`src/rtl/sminadd_pkg.sv`:
```
// Shared types for the bit-serial minuend reconstruction adder.
package sminadd_pkg;

  typedef enum logic [1:0] {
    IDLE = 2'd0,
    RUN  = 2'd1,
    DONE = 2'd2
  } state_t;

endpackage

```
`src/rtl/full_adder_bit.sv`:
```
// Single-bit combinational full adder used as the serial add cell.
module full_adder_bit (
  input  logic a,
  input  logic b,
  input  logic cin,
  output logic s,
  output logic cout
);

  assign s    = a ^ b ^ cin;
  assign cout = (a & b) | (cin & (a ^ b));

endmodule

```
`src/rtl/serial_minuend_adder.sv`:
```
// Bit-serial A = D + B, LSB first, one bit per clock through a single full-adder cell.
module serial_minuend_adder
  import sminadd_pkg::*;
#(
  parameter int WIDTH = 8,
  parameter int CNT_W = $clog2(WIDTH + 1)
) (
  input  logic             clk,
  input  logic             rst_n,
  input  logic             start,
  input  logic [WIDTH-1:0] diff_in,
  input  logic [WIDTH-1:0] subt_in,
  output logic             busy,
  output logic             done,
  output logic [WIDTH-1:0] sum_out,
  output logic             carry_out
);

  // Handshake: start is taken only when not busy (IDLE or DONE); the operands
  // are captured on that edge. busy stays high for exactly WIDTH cycles, then
  // done pulses for one cycle with sum_out/carry_out already valid.

  localparam logic [CNT_W-1:0] LAST = CNT_W'(WIDTH - 1);

  state_t             state;
  state_t             state_next;
  logic [CNT_W-1:0]   cnt;
  logic [WIDTH-1:0]   a_sr;
  logic [WIDTH-1:0]   b_sr;
  logic [WIDTH-1:0]   s_sr;
  logic               carry_ff;
  logic               s_bit;
  logic               c_bit;
  logic [WIDTH-1:0]   s_shifted;

  full_adder_bit u_fa (
    .a    (a_sr[0]),
    .b    (b_sr[0]),
    .cin  (carry_ff),
    .s    (s_bit),
    .cout (c_bit)
  );

  assign s_shifted = {s_bit, s_sr[WIDTH-1:1]};
  assign busy      = (state == RUN);
  assign done      = (state == DONE);

  always_ff @(posedge clk or negedge rst_n) begin
    if (!rst_n) state <= IDLE;
    else        state <= state_next;
  end

  always_comb begin
    state_next = state;
    case (state)
      IDLE:    if (start) state_next = RUN;
      RUN:     if (cnt == LAST) state_next = DONE;
      DONE:    state_next = start ? RUN : IDLE;
      default: state_next = IDLE;
    endcase
  end

  always_ff @(posedge clk or negedge rst_n) begin
    if (!rst_n) begin
      cnt       <= '0;
      a_sr      <= '0;
      b_sr      <= '0;
      s_sr      <= '0;
      carry_ff  <= 1'b0;
      sum_out   <= '0;
      carry_out <= 1'b0;
    end else begin
      case (state)
        IDLE, DONE: begin
          if (start) begin
            a_sr     <= diff_in;
            b_sr     <= subt_in;
            s_sr     <= '0;
            carry_ff <= 1'b0;
            cnt      <= '0;
          end
        end
        RUN: begin
          a_sr     <= a_sr >> 1;
          b_sr     <= b_sr >> 1;
          s_sr     <= s_shifted;
          carry_ff <= c_bit;
          cnt      <= cnt + CNT_W'(1);
          // Results are published on the same edge that enters DONE.
          if (cnt == LAST) begin
            sum_out   <= s_shifted;
            carry_out <= c_bit;
          end
        end
        default: ;
      endcase
    end
  end

endmodule

```
`config.mk`:
```
export PLATFORM = sky130hd
export DESIGN_NAME = serial_minuend_adder
export DESIGN_NICKNAME = d
export VERILOG_FILES = /design/src/rtl/sminadd_pkg.sv /design/src/rtl/full_adder_bit.sv /design/src/rtl/serial_minuend_adder.sv
export SDC_FILE = /design/constraint.sdc
export NUM_CORES = 1
export LEC_CHECK = 0
export ABC_AREA = 1
export BUFFER_PORTS_ARGS = -buffer_cell sky130_fd_sc_hd__clkbuf_2
export CAP_MARGIN = 25
export CORE_ASPECT_RATIO = 0.8
export CORE_MARGIN = 2
export CORE_UTILIZATION = 32
export CTS_BUF_LIST = sky130_fd_sc_hd__clkbuf_8
export CTS_CLUSTER_DIAMETER = 50
export DETAILED_ROUTE_END_ITERATION = 12
export HOLD_SLACK_MARGIN = 0.06
export PLACE_DENSITY = 0.6
export SYNTH_ARGS = -nofsm -noshare
export SYNTH_HDL_FRONTEND = slang
export SYNTH_SLANG_ARGS = --single-unit
```
`constraint.sdc`:
```
create_clock -name clk -period 1.5 [get_ports clk]
set_clock_uncertainty 0.05 [all_clocks]
set_input_delay 0 -clock clk [delete_from_list [all_inputs] [get_ports clk]]
set_output_delay 0 -clock clk [all_outputs]
set_load 0.02 [all_outputs]
```
# Word level (Yosys, flattened, before mapping)
# Cells that the tools add are included.
# Widths: inputs -> output; s select.
dict set report word_totals {
  ff_bits 40
  input_bits 19
  out_inout_bits 11
  word_cells 40
}
dict set report op_classes {
  n_addsub 1
  eq_ne 6
  n_mux 14
  bitwise 5
  reduce_logical 6
}
# cell count
set op_table {}
lappend op_table {{$pmux 8 s2} 3}
lappend op_table {{$mux 8} 3}
lappend op_table {{$pmux 4 s2} 1}
lappend op_table {{$pmux 2 s3} 1}
lappend op_table {{$reduce_and 2->1} 3}
lappend op_table {{$add 4x1->4 const B} 1}
lappend op_table {{$eq 4x3->1 const B} 1}
lappend op_table {{$mux 2} 2}
lappend op_table {{$mux 4} 1}
lappend op_table {{$ne 2x2->1 const B} 2}
lappend op_table {{$and 1x1->1} 2}
lappend op_table {{$eq 2x1->1 const B} 1}
lappend op_table {{$eq 2x2->1 const B} 1}
lappend op_table {{$logic_not 2->1} 1}
lappend op_table {{$mux 1} 2}
lappend op_table {{$ne 2x1->1 const B} 1}
lappend op_table {{$pmux 1 s2} 1}
lappend op_table {{$reduce_bool 2->1} 1}
lappend op_table {{$reduce_or 2->1} 1}
lappend op_table {{$xor 1x1->1} 2}
lappend op_table {{$or 1x1->1} 1}

# Depth between registers and ports, before layout
# Gate-level depths: netlist (run 1).
dict set report logic_depth {
  depth_word 4
  ltp_mapped 7
  mapped_depth_nobuf 6
}

# By module
# A second synthesis (run 1) with hierarchy kept.
dict set report unflattened {
  hier_cells 213
  hier_area_um2 1719.1
}
# mod n_inst cells_per_inst area_per_inst_um2 seq_area_each_um2
set modules_own_cells {}
lappend modules_own_cells {serial_minuend_adder 1 212 1699.1 975.9}
lappend modules_own_cells {full_adder_bit 1 1 20.0 0.0}

# Worst setup path after synthesis (run 1)
# Ideal clock, no wire load.
dict set report synth_path {
  path_kind {register -> register}
  from {reg cnt[0]}
  to {reg cnt[2]}
  setup_time_ps 117
  arrival_time_ps 1004
  t_required_ps 1333
  slack_ps 329
  path_stages_with_launch 5
  path_buffers 0
  period_less_slack_ps 1171
  cell_sequence {dfrtp_1 ha_1 or2_2 nand3_1 nand2_1}
}
dict set report synth_between {
  elab_chain_len 2
}
# item line_no
set synth_lines {}
lappend synth_lines {{start, declared} serial_minuend_adder.sv:27} ;# logic [CNT_W-1:0] cnt;
lappend synth_lines {{start signal, assigned} serial_minuend_adder.sv:88} ;# cnt <= cnt + CNT_W'(1);
lappend synth_lines {{$add 4x1->4} serial_minuend_adder.sv:88}
lappend synth_lines {{$pmux 4 s2} serial_minuend_adder.sv:73} ;# case (state)
# No other way between the ends.
# A chain may end at the register's enable or synchronous reset.

# Worst setup path after layout (run 1)
dict set report layout_path {
  from {reg state[0]}
  to {out busy}
}
dict set report layout_between {
  elab_chain_len 1
}
# item line_no
set layout_lines {}
lappend layout_lines {{start, declared} serial_minuend_adder.sv:25} ;# state_t state;
lappend layout_lines {{start signal, assigned} serial_minuend_adder.sv:50} ;# else state <= state_next;
lappend layout_lines {{$eq 2x1->1} serial_minuend_adder.sv:45} ;# assign busy = (state == RUN);
lappend layout_lines {{end, declared} serial_minuend_adder.sv:13} ;# output logic busy,
# No other way between the ends.

==> results.sh, run 1 <==
export IMPL_comb_power_share_pct=40.3
export IMPL_drive_above_1_share_pct=18.0
export IMPL_drv_cap=0
export IMPL_pre_cts_ws_ps=108
export IMPL_antenna_found_initial=0
export IMPL_yosys_area_top_type_share_pct=56.8
export IMPL_worstHoldPathType="primary input to asynchronous set/reset pin"
export IMPL_syn_area_sq_um=1720
export IMPL_setup_viol=0
export IMPL_yosysMostFrequentCell="nand2_1"
export IMPL_fin_hold_ws_ps=155
export IMPL_crit_family="flip-flops"
export IMPL_cts_tree="yes"
export IMPL_slew_viol_final=0
export IMPL_crit_required_ps=1450
export IMPL_finalNetCount=287
export IMPL_arrival_ps=1290
export IMPL_grt_pass1_wl_um=5810
export IMPL_place_gp_congestion=0.768
export IMPL_dp_cells=303
export IMPL_switching_share_pct=38.9
export IMPL_first_global_vias=1350
export IMPL_tightest_slew_ps=489
export IMPL_path_cells="inv_2, nor2_2, buf_12, clkbuf_2"
export IMPL_num_vias=1390
export IMPL_status="finished clean"
export IMPL_cp_end_kind="primary output"
export IMPL_diodes=0
export IMPL_htreeDepth=2
export IMPL_clock_power_share_pct=18.6
export IMPL_final_setup_worst_slack_ps=165
export IMPL_tns_ps=0
export IMPL_max_freq_mhz=749
export IMPL_cts_clk_slew_worst_paths_ps=70
export IMPL_grt_ovfl_total=0
export IMPL_drc_errors=0
export IMPL_fillCellCount=522
export IMPL_power_mw=4.40
export IMPL_max_stage_delay_ps=420
export IMPL_ys_flop_type="dfrtp_1"
export IMPL_grt_max_degree=23
export IMPL_fin_cells=328
export IMPL_clockRootBuffer="clkbuf_8"
export IMPL_layout_area_overhead_vs_synth_pct=30.6
export IMPL_rsz0062_at_grt="false"
export IMPL_firstDrtPassIters=4
export IMPL_grt_use_total_pct=12.1
export IMPL_synth_area_leader_cell="dfrtp_1"
export IMPL_drt_total_wl_um=3260
export IMPL_switching_power_mw=1.71
export IMPL_wire_per_inst_um=9.92
export IMPL_io_pin_count=30
export IMPL_timing_final_crit_share_pct=89.0
export IMPL_synthTopCellsByArea="dfrtp_1 (57%), nand2_1 (26%), inv_1 (5.2%)"
export IMPL_synth_distinct_cells=19
export IMPL_synthCells=213
export IMPL_crit_path_top_delay_cell="dfrtp_1"
export IMPL_crit_path_max_fanout=21
export IMPL_drt_iter0_drc=59
export IMPL_dieArea_sq_um=5980
export IMPL_cts_buffers=5
export IMPL_synth_common_cells="nand2_1 (118), dfrtp_1 (39), inv_1 (24)"
export IMPL_finalHoldViolations=0
export IMPL_ir_drop_mv=0.618
export IMPL_period_needed_ps=1340
export IMPL_p_leak_nw=1.25
export IMPL_p_int_mw=2.68
export IMPL_path_buf_inv=3
export IMPL_design_area_sq_um=2240
export IMPL_die_w_um=85.9
export IMPL_yosysSeqAreaShare_pct=56.8
export IMPL_ys_warn_count=0
export IMPL_syn_nets=234
export IMPL_ys_ff_latch=39
export IMPL_clock_latency_ps=280
export IMPL_path_depth=4
export IMPL_numPortBuffers=29
export IMPL_rows=23
export IMPL_final_util_pct=44.1
export IMPL_reg2regPathDepth=6
export IMPL_maxSlewHeadroom_pct=67.4
export IMPL_critPathKind="register to primary output"
export IMPL_async_flop_share_pct=100
export IMPL_cts_buffer_depth=2
export IMPL_synth_edf_count=0
export IMPL_cts_sinks=39
export IMPL_p_per_area_nw_per_um2=1960
export IMPL_initial_utilization_pct=33.8
export IMPL_coreArea_sq_um=5090
export IMPL_place_hpwl_um=2210
export IMPL_seqPwrFrac_pct=41.0
export IMPL_die_h_um=69.6
export IMPL_synth_avg_cell_area_sq_um=8.07
export IMPL_ant_nets=0
export IMPL_place_area_sq_um=1960
export IMPL_start_kind="register"
export IMPL_vias_per_cell=4.24
power groups by stage:
stage               clock network [mW]  logic (mW)  registers, mW
floorplan                            0        1.17           1.91
global placement                     0        1.72           1.82
detailed placement                   0        1.77           1.82
CTS                              0.843        1.81           1.81
global route                     0.887        2.06           1.88
finish                           0.819        1.77           1.80
layout by cell type, fill, tap and decap left out, drive strengths merged, types with 2 or more instances in the layout:
master       netlist  layout
nand2            120     120
dfrtp             39      39
clkbuf             0      34
inv               26      27
dlygate4sd3        0      18
o22ai              6       6
nor2               6       6
nand3              4       4
buf                5       4
o21ai              2       2
sequential cells by signal, indices dropped and copies added, names as in the netlist:
signal	flops
b_sr	8
s_sr	7
carry_out	1
state	2
a_sr	8
sum_out	8
cnt	4
carry_ff	1
final cells by class:
cell class                 instances  area, sq um  area share (%)
sequential                        39          976            43.5
multi-input combinational        143          611            27.2
timing repair buffer              51          380            16.9
inverter                          26         97.6            4.35
tap                               62         77.6            3.46
clock buffer                       5         68.8            3.07
clock inverter                     2         33.8            1.51
per-layer routing:
layer | up-vias | share of wire, % | global-route usage (%)
li1 | 737 | - | -
met1 | 624 | 49 | 16.7
met2 | 24 | 45 | 18.7
met3 | 5 | 4.5 | 3.33
met4 | 0 | 1.2 | 3.70
met5 | - | 0 | 0
path summary, 6_finish.rpt:
check	start	end	slack (ps)
max in group asynchronous	rst_n	cnt[0]	760
min reg2reg	s_sr[2]	sum_out[1]	410
max reg2reg	cnt[0]	sum_out[0]	210
min	rst_n	sum_out[1]	150
min in group clk	subt_in[7]	b_sr[7]	410
max	state[0]	busy	160
worst register-to-register path, cell delays in order, from the launching register on:
cell     delay [ps]
dfrtp_1         400
ha_1            200
nand2_1          70
nor2_1          150
nand2_2         160
nand2_1          90
nand2_1          50
repair_timing:
action | 4_1_cts | 5_1_grt
setup endpoints to repair | 0 | 9
buffers inserted | 0 | 0
resized for setup | 0 | 1
hold buffers | 18 | 0
endpoints found under the hold margin | 56 | 0
cells by family (layout without fill, tap and decap cells):
logic type,after synthesis,in the layout,share of synthesized area (%)
simple gates,132,132,30.4
buf+inv,31,84,7.86
compound gates,9,9,3.06
fa+ha+maj,2,2,1.89
flops,39,39,56.8
No activity file was read; power rests on OpenSTA's default activity.
==> inputs of run 2 (changes only) <==
--- a/config.mk
+++ b/config.mk
@@ -10,12 +10,12 @@
 export CAP_MARGIN = 25
 export CORE_ASPECT_RATIO = 0.8
 export CORE_MARGIN = 2
-export CORE_UTILIZATION = 32
+export CORE_UTILIZATION = 40
 export CTS_BUF_LIST = sky130_fd_sc_hd__clkbuf_8
 export CTS_CLUSTER_DIAMETER = 50
 export DETAILED_ROUTE_END_ITERATION = 12
 export HOLD_SLACK_MARGIN = 0.06
-export PLACE_DENSITY = 0.6
+export PLACE_DENSITY = 0.69
 export SYNTH_ARGS = -nofsm -noshare
 export SYNTH_HDL_FRONTEND = slang
 export SYNTH_SLANG_ARGS = --single-unit
==> run 2 against run 1 <==
Against the previous run: worst setup slack got worse by 37 ps; hold slack gained 91 ps; power is 3.3% higher; largest power group unchanged; highest routed layer unchanged.
==> results.sh, run 2 (synthesis gave the netlist of run 1 again) <==
export IMPL_maxSlewHeadroom_pct=67.1
export IMPL_cp_end_kind="primary output"
export IMPL_max_stage_delay_ps=430
export IMPL_arrival_ps=1320
export IMPL_final_common_cell="nand2_1"
export IMPL_highest_layer="met4"
export IMPL_max_freq_mhz=729
export IMPL_die_h_um=62.6
export IMPL_critPathKind="register to primary output"
export IMPL_numPortBuffers=29
export IMPL_clockRootBuffer="clkbuf_8"
export IMPL_firstDrtPassIters=4
export IMPL_setup_viol=0
export IMPL_ant_nets=0
export IMPL_drt_total_wl_um=3250
export IMPL_grt_max_degree=40
export IMPL_initial_utilization_pct=41.4
export IMPL_start_kind="register"
export IMPL_cts_buffer_depth=2
export IMPL_dieArea_sq_um=4840
export IMPL_wl_met2_um=1430
export IMPL_finalHoldViolations=0
export IMPL_timing_final_crit_share_pct=91.5
export IMPL_grt_ovfl_total=0
export IMPL_grt_use_total_pct=15.3
export IMPL_status="finished clean"
export IMPL_seq_area_sq_um=976
export IMPL_multi_input_area_sq_um=611
export IMPL_design_area_sq_um=2250
export IMPL_wl_met3_um=97
export IMPL_ir_drop_mv=0.845
export IMPL_tightest_slew_ps=494
export IMPL_worstHoldPathType="primary input to asynchronous set/reset pin"
export IMPL_fillCellCount=411
export IMPL_place_gp_congestion=0.739
export IMPL_io_pin_count=30
export IMPL_place_hpwl_um=2040
export IMPL_p_per_area_nw_per_um2=2020
export IMPL_crit_path_top_delay_cell="dfrtp_1"
export IMPL_drc_errors=0
export IMPL_fin_cells=324
export IMPL_coreArea_sq_um=4150
export IMPL_vias_per_cell=4.34
export IMPL_fin_hold_ws_ps=245
export IMPL_cts_tree="yes"
export IMPL_drive_above_1_share_pct=18.4
export IMPL_layout_area_overhead_vs_synth_pct=30.7
export IMPL_slew_viol_final=0
export IMPL_grt_pass1_wl_um=5760
export IMPL_drt_iter0_drc=49
export IMPL_antenna_found_initial=0
export IMPL_tns_ps=0
export IMPL_reg_top3="a_sr: 8 flops, b_sr: 8 flops, sum_out: 8 flops"
export IMPL_crit_required_ps=1450
export IMPL_wl_met1_um=1650
export IMPL_cts_post_setup_buffers_inserted=0
export IMPL_crit_path_max_fanout=21
export IMPL_final_cell_mix="nand2_1 (117), dfrtp_1 (39), clkbuf_2 (29)"
export IMPL_final_util_pct=54.1
export IMPL_wire_per_inst_um=10.0
export IMPL_rsz0062_at_grt="false"
export IMPL_place_area_sq_um=1930
export IMPL_clock_latency_ps=290
export IMPL_period_needed_ps=1370
export IMPL_num_vias=1406
export IMPL_first_global_vias=1331
export IMPL_cts_clk_slew_worst_paths_ps=80
export IMPL_rows=21
export IMPL_drv_cap=0
export IMPL_htreeDepth=2
export IMPL_finalNetCount=287
export IMPL_cts_buffers=5
export IMPL_path_cells="inv_2, nor2_2, buf_6, clkbuf_2"
export IMPL_die_w_um=77.3
export IMPL_dp_cells=298
export IMPL_p_leak_nw=1.26
export IMPL_cts_sinks=39
export IMPL_diodes=0
-- run 2: changes by cell type in the layout (fill, tap and decap cells not counted), sizes merged --
cell    before  now
bufinv       1    2
-- run 2: stage by stage --
step	setup slack (ps)	total power, mW
finish	128	4.54
global route	39.4	4.96
CTS	96.1	4.58
detailed placement	137	3.52
global placement	192	3.47
floorplan	329	3.08
-- run 2: path summary, 6_finish.rpt --
| check | start | to | slack, ps | depth (start not counted) |
|---|---|---|---|---|
| max in group asynchronous | rst_n | a_sr[3] | 810 | 3 |
| worst max-delay path | state[0] | busy | 130 | 4 |
| worst min-delay path | rst_n | sum_out[2] | 250 | 3 |
| worst min register to register | s_sr[3] | sum_out[2] | 420 | 2 |
| min in group clk | subt_in[7] | b_sr[7] | 400 | 4 |
| worst max register to register | state[0] | a_sr[1] | 200 | 5 |
-- run 2: area by class of cell --
| cell class | instances | share of cell area [%] |
|---|---|---|
| tap | 57 | 3.17 |
| multi-input combinational | 143 | 27.2 |
| inverter | 26 | 4.34 |
| clock inverter | 3 | 2.84 |
| timing repair buffer | 51 | 16.0 |
| clock buffer | 5 | 3.06 |
| sequential | 39 | 43.4 |
-- run 2: power by group --
group	internal, mW	switching, mW
sequential	1.52	0.285
clock	0.658	0.357
combinational	0.644	1.08
total	2.82	1.72
-- run 2: critical path: cells and delay by family, from the launching register on --
family	cells	cell delay [ps]
buf+inv	3	470
flops	1	430
simple gates	1	130
-- run 2: timing repair --
| action | in CTS | in global routing |
|---|---|---|
| setup endpoints to repair | 0 | 4 |
| gates resized for setup | 0 | 2 |
| hold buffers | 18 | 0 |
| hold endpoints to repair | 56 | 0 |
-- run 2: routing by layer --
layer / GRT usage (%) / vias to the layer above
met1: 19.5 / 637
met2: 24.1 / 22
li1: - / 740
met5: 0 / -
met3: 4.34 / 7
met4: 7.37 / 0
==> inputs of run 3 (changes only) <==
--- a/config.mk
+++ b/config.mk
@@ -9,13 +9,13 @@
 export BUFFER_PORTS_ARGS = -buffer_cell sky130_fd_sc_hd__clkbuf_2
 export CAP_MARGIN = 25
 export CORE_ASPECT_RATIO = 0.8
-export CORE_MARGIN = 2
+export CORE_MARGIN = 3
 export CORE_UTILIZATION = 40
 export CTS_BUF_LIST = sky130_fd_sc_hd__clkbuf_8
 export CTS_CLUSTER_DIAMETER = 50
 export DETAILED_ROUTE_END_ITERATION = 12
 export HOLD_SLACK_MARGIN = 0.06
-export PLACE_DENSITY = 0.69
+export PLACE_DENSITY = 0.67
 export SYNTH_ARGS = -nofsm -noshare
 export SYNTH_HDL_FRONTEND = slang
 export SYNTH_SLANG_ARGS = --single-unit
==> run 3 against run 2 <==
Against the previous run: hold slack worse by 95 ps; largest cell class unchanged; sequential power about the same; wire length increased by 0.52%.
==> results.sh, run 3 (synthesis gave the netlist of run 1 again) <==
export IMPL_status="finished clean"
export IMPL_cts_clk_slew_worst_paths_ps=80
export IMPL_setup_viol=0
export IMPL_cts_sinks=39
export IMPL_max_stage_delay_ps=420
export IMPL_rsz0062_at_grt="false"
export IMPL_r2r_slack_ps=190
export IMPL_grt_ovfl_total=0
export IMPL_clock_latency_ps=280
export IMPL_crit_path_top_delay_cell="dfrtp_1"
export IMPL_cts_tree="yes"
export IMPL_comb_power_share_pct=41.1
export IMPL_path_cells="inv_2, nor2_2, buf_6, clkbuf_2"
export IMPL_initial_utilization_pct=43.5
export IMPL_reg_top3="a_sr: 8 flops, b_sr: 8 flops, sum_out: 8 flops"
export IMPL_cts_buffer_depth=2
export IMPL_finalHoldViolations=0
export IMPL_slew_viol_final=0
export IMPL_htreeDepth=2
export IMPL_pre_cts_ws_ps=154
export IMPL_final_setup_worst_slack_ps=125
export IMPL_num_vias=1401
export IMPL_drt_iter0_drc=53
export IMPL_wl_met2_um=1390
export IMPL_switching_share_pct=41.0
export IMPL_fillCellCount=397
export IMPL_drc_errors=0
export IMPL_drv_cap=0
export IMPL_ir_drop_mv=1.04
export IMPL_grt_pass1_wl_um=6050
export IMPL_wire_per_inst_um=10.1
export IMPL_drive_above_1_share_pct=18.7
export IMPL_wl_met1_um=1730
export IMPL_layout_area_overhead_vs_synth_pct=28.5
export IMPL_numPortBuffers=29
export IMPL_rows=20
export IMPL_switching_power_mw=1.72
export IMPL_worstHoldPathType="primary input to asynchronous set/reset pin"
export IMPL_io_pin_count=30
export IMPL_arrival_ps=1330
export IMPL_final_cell_mix="nand2_1 (117), dfrtp_1 (39), clkbuf_2 (29)"
export IMPL_clock_power_share_pct=16.0
export IMPL_vias_per_cell=4.35
export IMPL_final_common_cell="nand2_1"
export IMPL_grt_use_total_pct=14.9
export IMPL_wl_met3_um=123
export IMPL_reg2regPathDepth=6
export IMPL_p_leak_nw=1.24
export IMPL_final_util_pct=55.9
export IMPL_firstDrtPassIters=4
export IMPL_max_freq_mhz=727
export IMPL_reg2reg_to="sum_out[1]"
export IMPL_cp_end_kind="primary output"
export IMPL_crit_path_max_fanout=21
export IMPL_die_w_um=79.3
export IMPL_clockRootBuffer="clkbuf_8"
export IMPL_r2r_start="cnt[0]"
export IMPL_coreArea_sq_um=3950
export IMPL_grt_max_degree=23
export IMPL_timing_final_crit_share_pct=91.7
export IMPL_place_gp_congestion=0.744
export IMPL_diodes=0
export IMPL_start_kind="register"
export IMPL_ant_nets=0
export IMPL_crit_required_ps=1450
export IMPL_die_h_um=64.6
export IMPL_antenna_found_initial=0
export IMPL_place_hpwl_um=2180
export IMPL_seqPwrFrac_pct=42.9
export IMPL_highest_layer="met4"
export IMPL_drt_total_wl_um=3260
export IMPL_p_per_area_nw_per_um2=1910
export IMPL_tightest_slew_ps=473
export IMPL_cts_buffers=5
export IMPL_p_int_mw=2.48
export IMPL_critPathKind="register to primary output"
export IMPL_first_global_vias=1376
export IMPL_period_needed_ps=1380
export IMPL_maxSlewHeadroom_pct=68.5
export IMPL_dieArea_sq_um=5130
export IMPL_finalNetCount=287
export IMPL_tns_ps=0
-- run 3: cell count changes in the layout (fill, tap and decap cells not counted) --
cell	before	now
inv_1	25	24
buf_4	3	2
clkinv_2	0	3
bufinv_16	2	0
buf_12	0	1
-- run 3: worst max-delay path by stage --
| stage | from | cells after the start | endpoint |
|---|---|---|---|
| detailed placement | cnt[0] | 6 | sum_out[1] |
| CTS | state[0] | 4 | busy |
| floorplan | cnt[0] | 4 | cnt[2] |
| global placement | cnt[0] | 6 | carry_out |
| finish | state[0] | 4 | busy |
| global route | state[0] | 4 | busy |
-- run 3: per-stage QoR --
step	cell area (sq um)	total power [mW]	hold WS (ps)	instances
2_1_floorplan	1720	3.08	-346	213
3_3_place_gp	1940	3.48	-70.1	296
3_5_place_dp	1940	3.52	-63.2	296
4_1_cts	2200	4.24	164	322
5_1_grt	2210	4.66	200	322
6_report	2210	4.21	150	322
-- run 3: layer usage --
layer / GRT usage, % / vias to the layer above
li1: - / 740
met1: 20.9 / 633
met2: 23.0 / 24
met3: 3.75 / 4
met4: 3.86 / 0
met5: 0 / -
-- run 3: area by class of cell --
| cell class | instances | area (sq um) | area share [%] |
|---|---|---|---|
| multi-input cells | 143 | 611 | 27.6 |
| clock buffers | 5 | 68.8 | 3.12 |
| clock inverters | 3 | 15.0 | 0.680 |
| repair buffers | 51 | 372 | 16.8 |
| inverters | 26 | 97.6 | 4.42 |
| well taps | 55 | 68.8 | 3.12 |
| flip-flops and latches | 39 | 976 | 44.2 |
-- run 3: power groups by stage --
stage          logic [mW]  registers (mW)  clock network (mW)
6_report             1.73            1.80               0.675
5_1_grt              2.03            1.88               0.748
4_1_cts              1.74            1.81               0.689
3_5_place_dp         1.70            1.82                   0
3_3_place_gp         1.67            1.81                   0
2_1_floorplan        1.17            1.91                   0
-- run 3: what timing repair did --
item | 4_1_cts | 5_1_grt
hold endpoints to repair | 56 | 0
setup buffers | 0 | 0
setup endpoints to repair | 0 | 10
gates resized for setup | 0 | 2
hold buffers | 18 | 0
-- run 3: critical path, delay by kind of cell, from the launching register on --
kind / cells / cell delay [ps]
buffers and inverters: 3 / 490
flip-flops: 1 / 420
AND/OR/NAND/NOR: 1 / 130
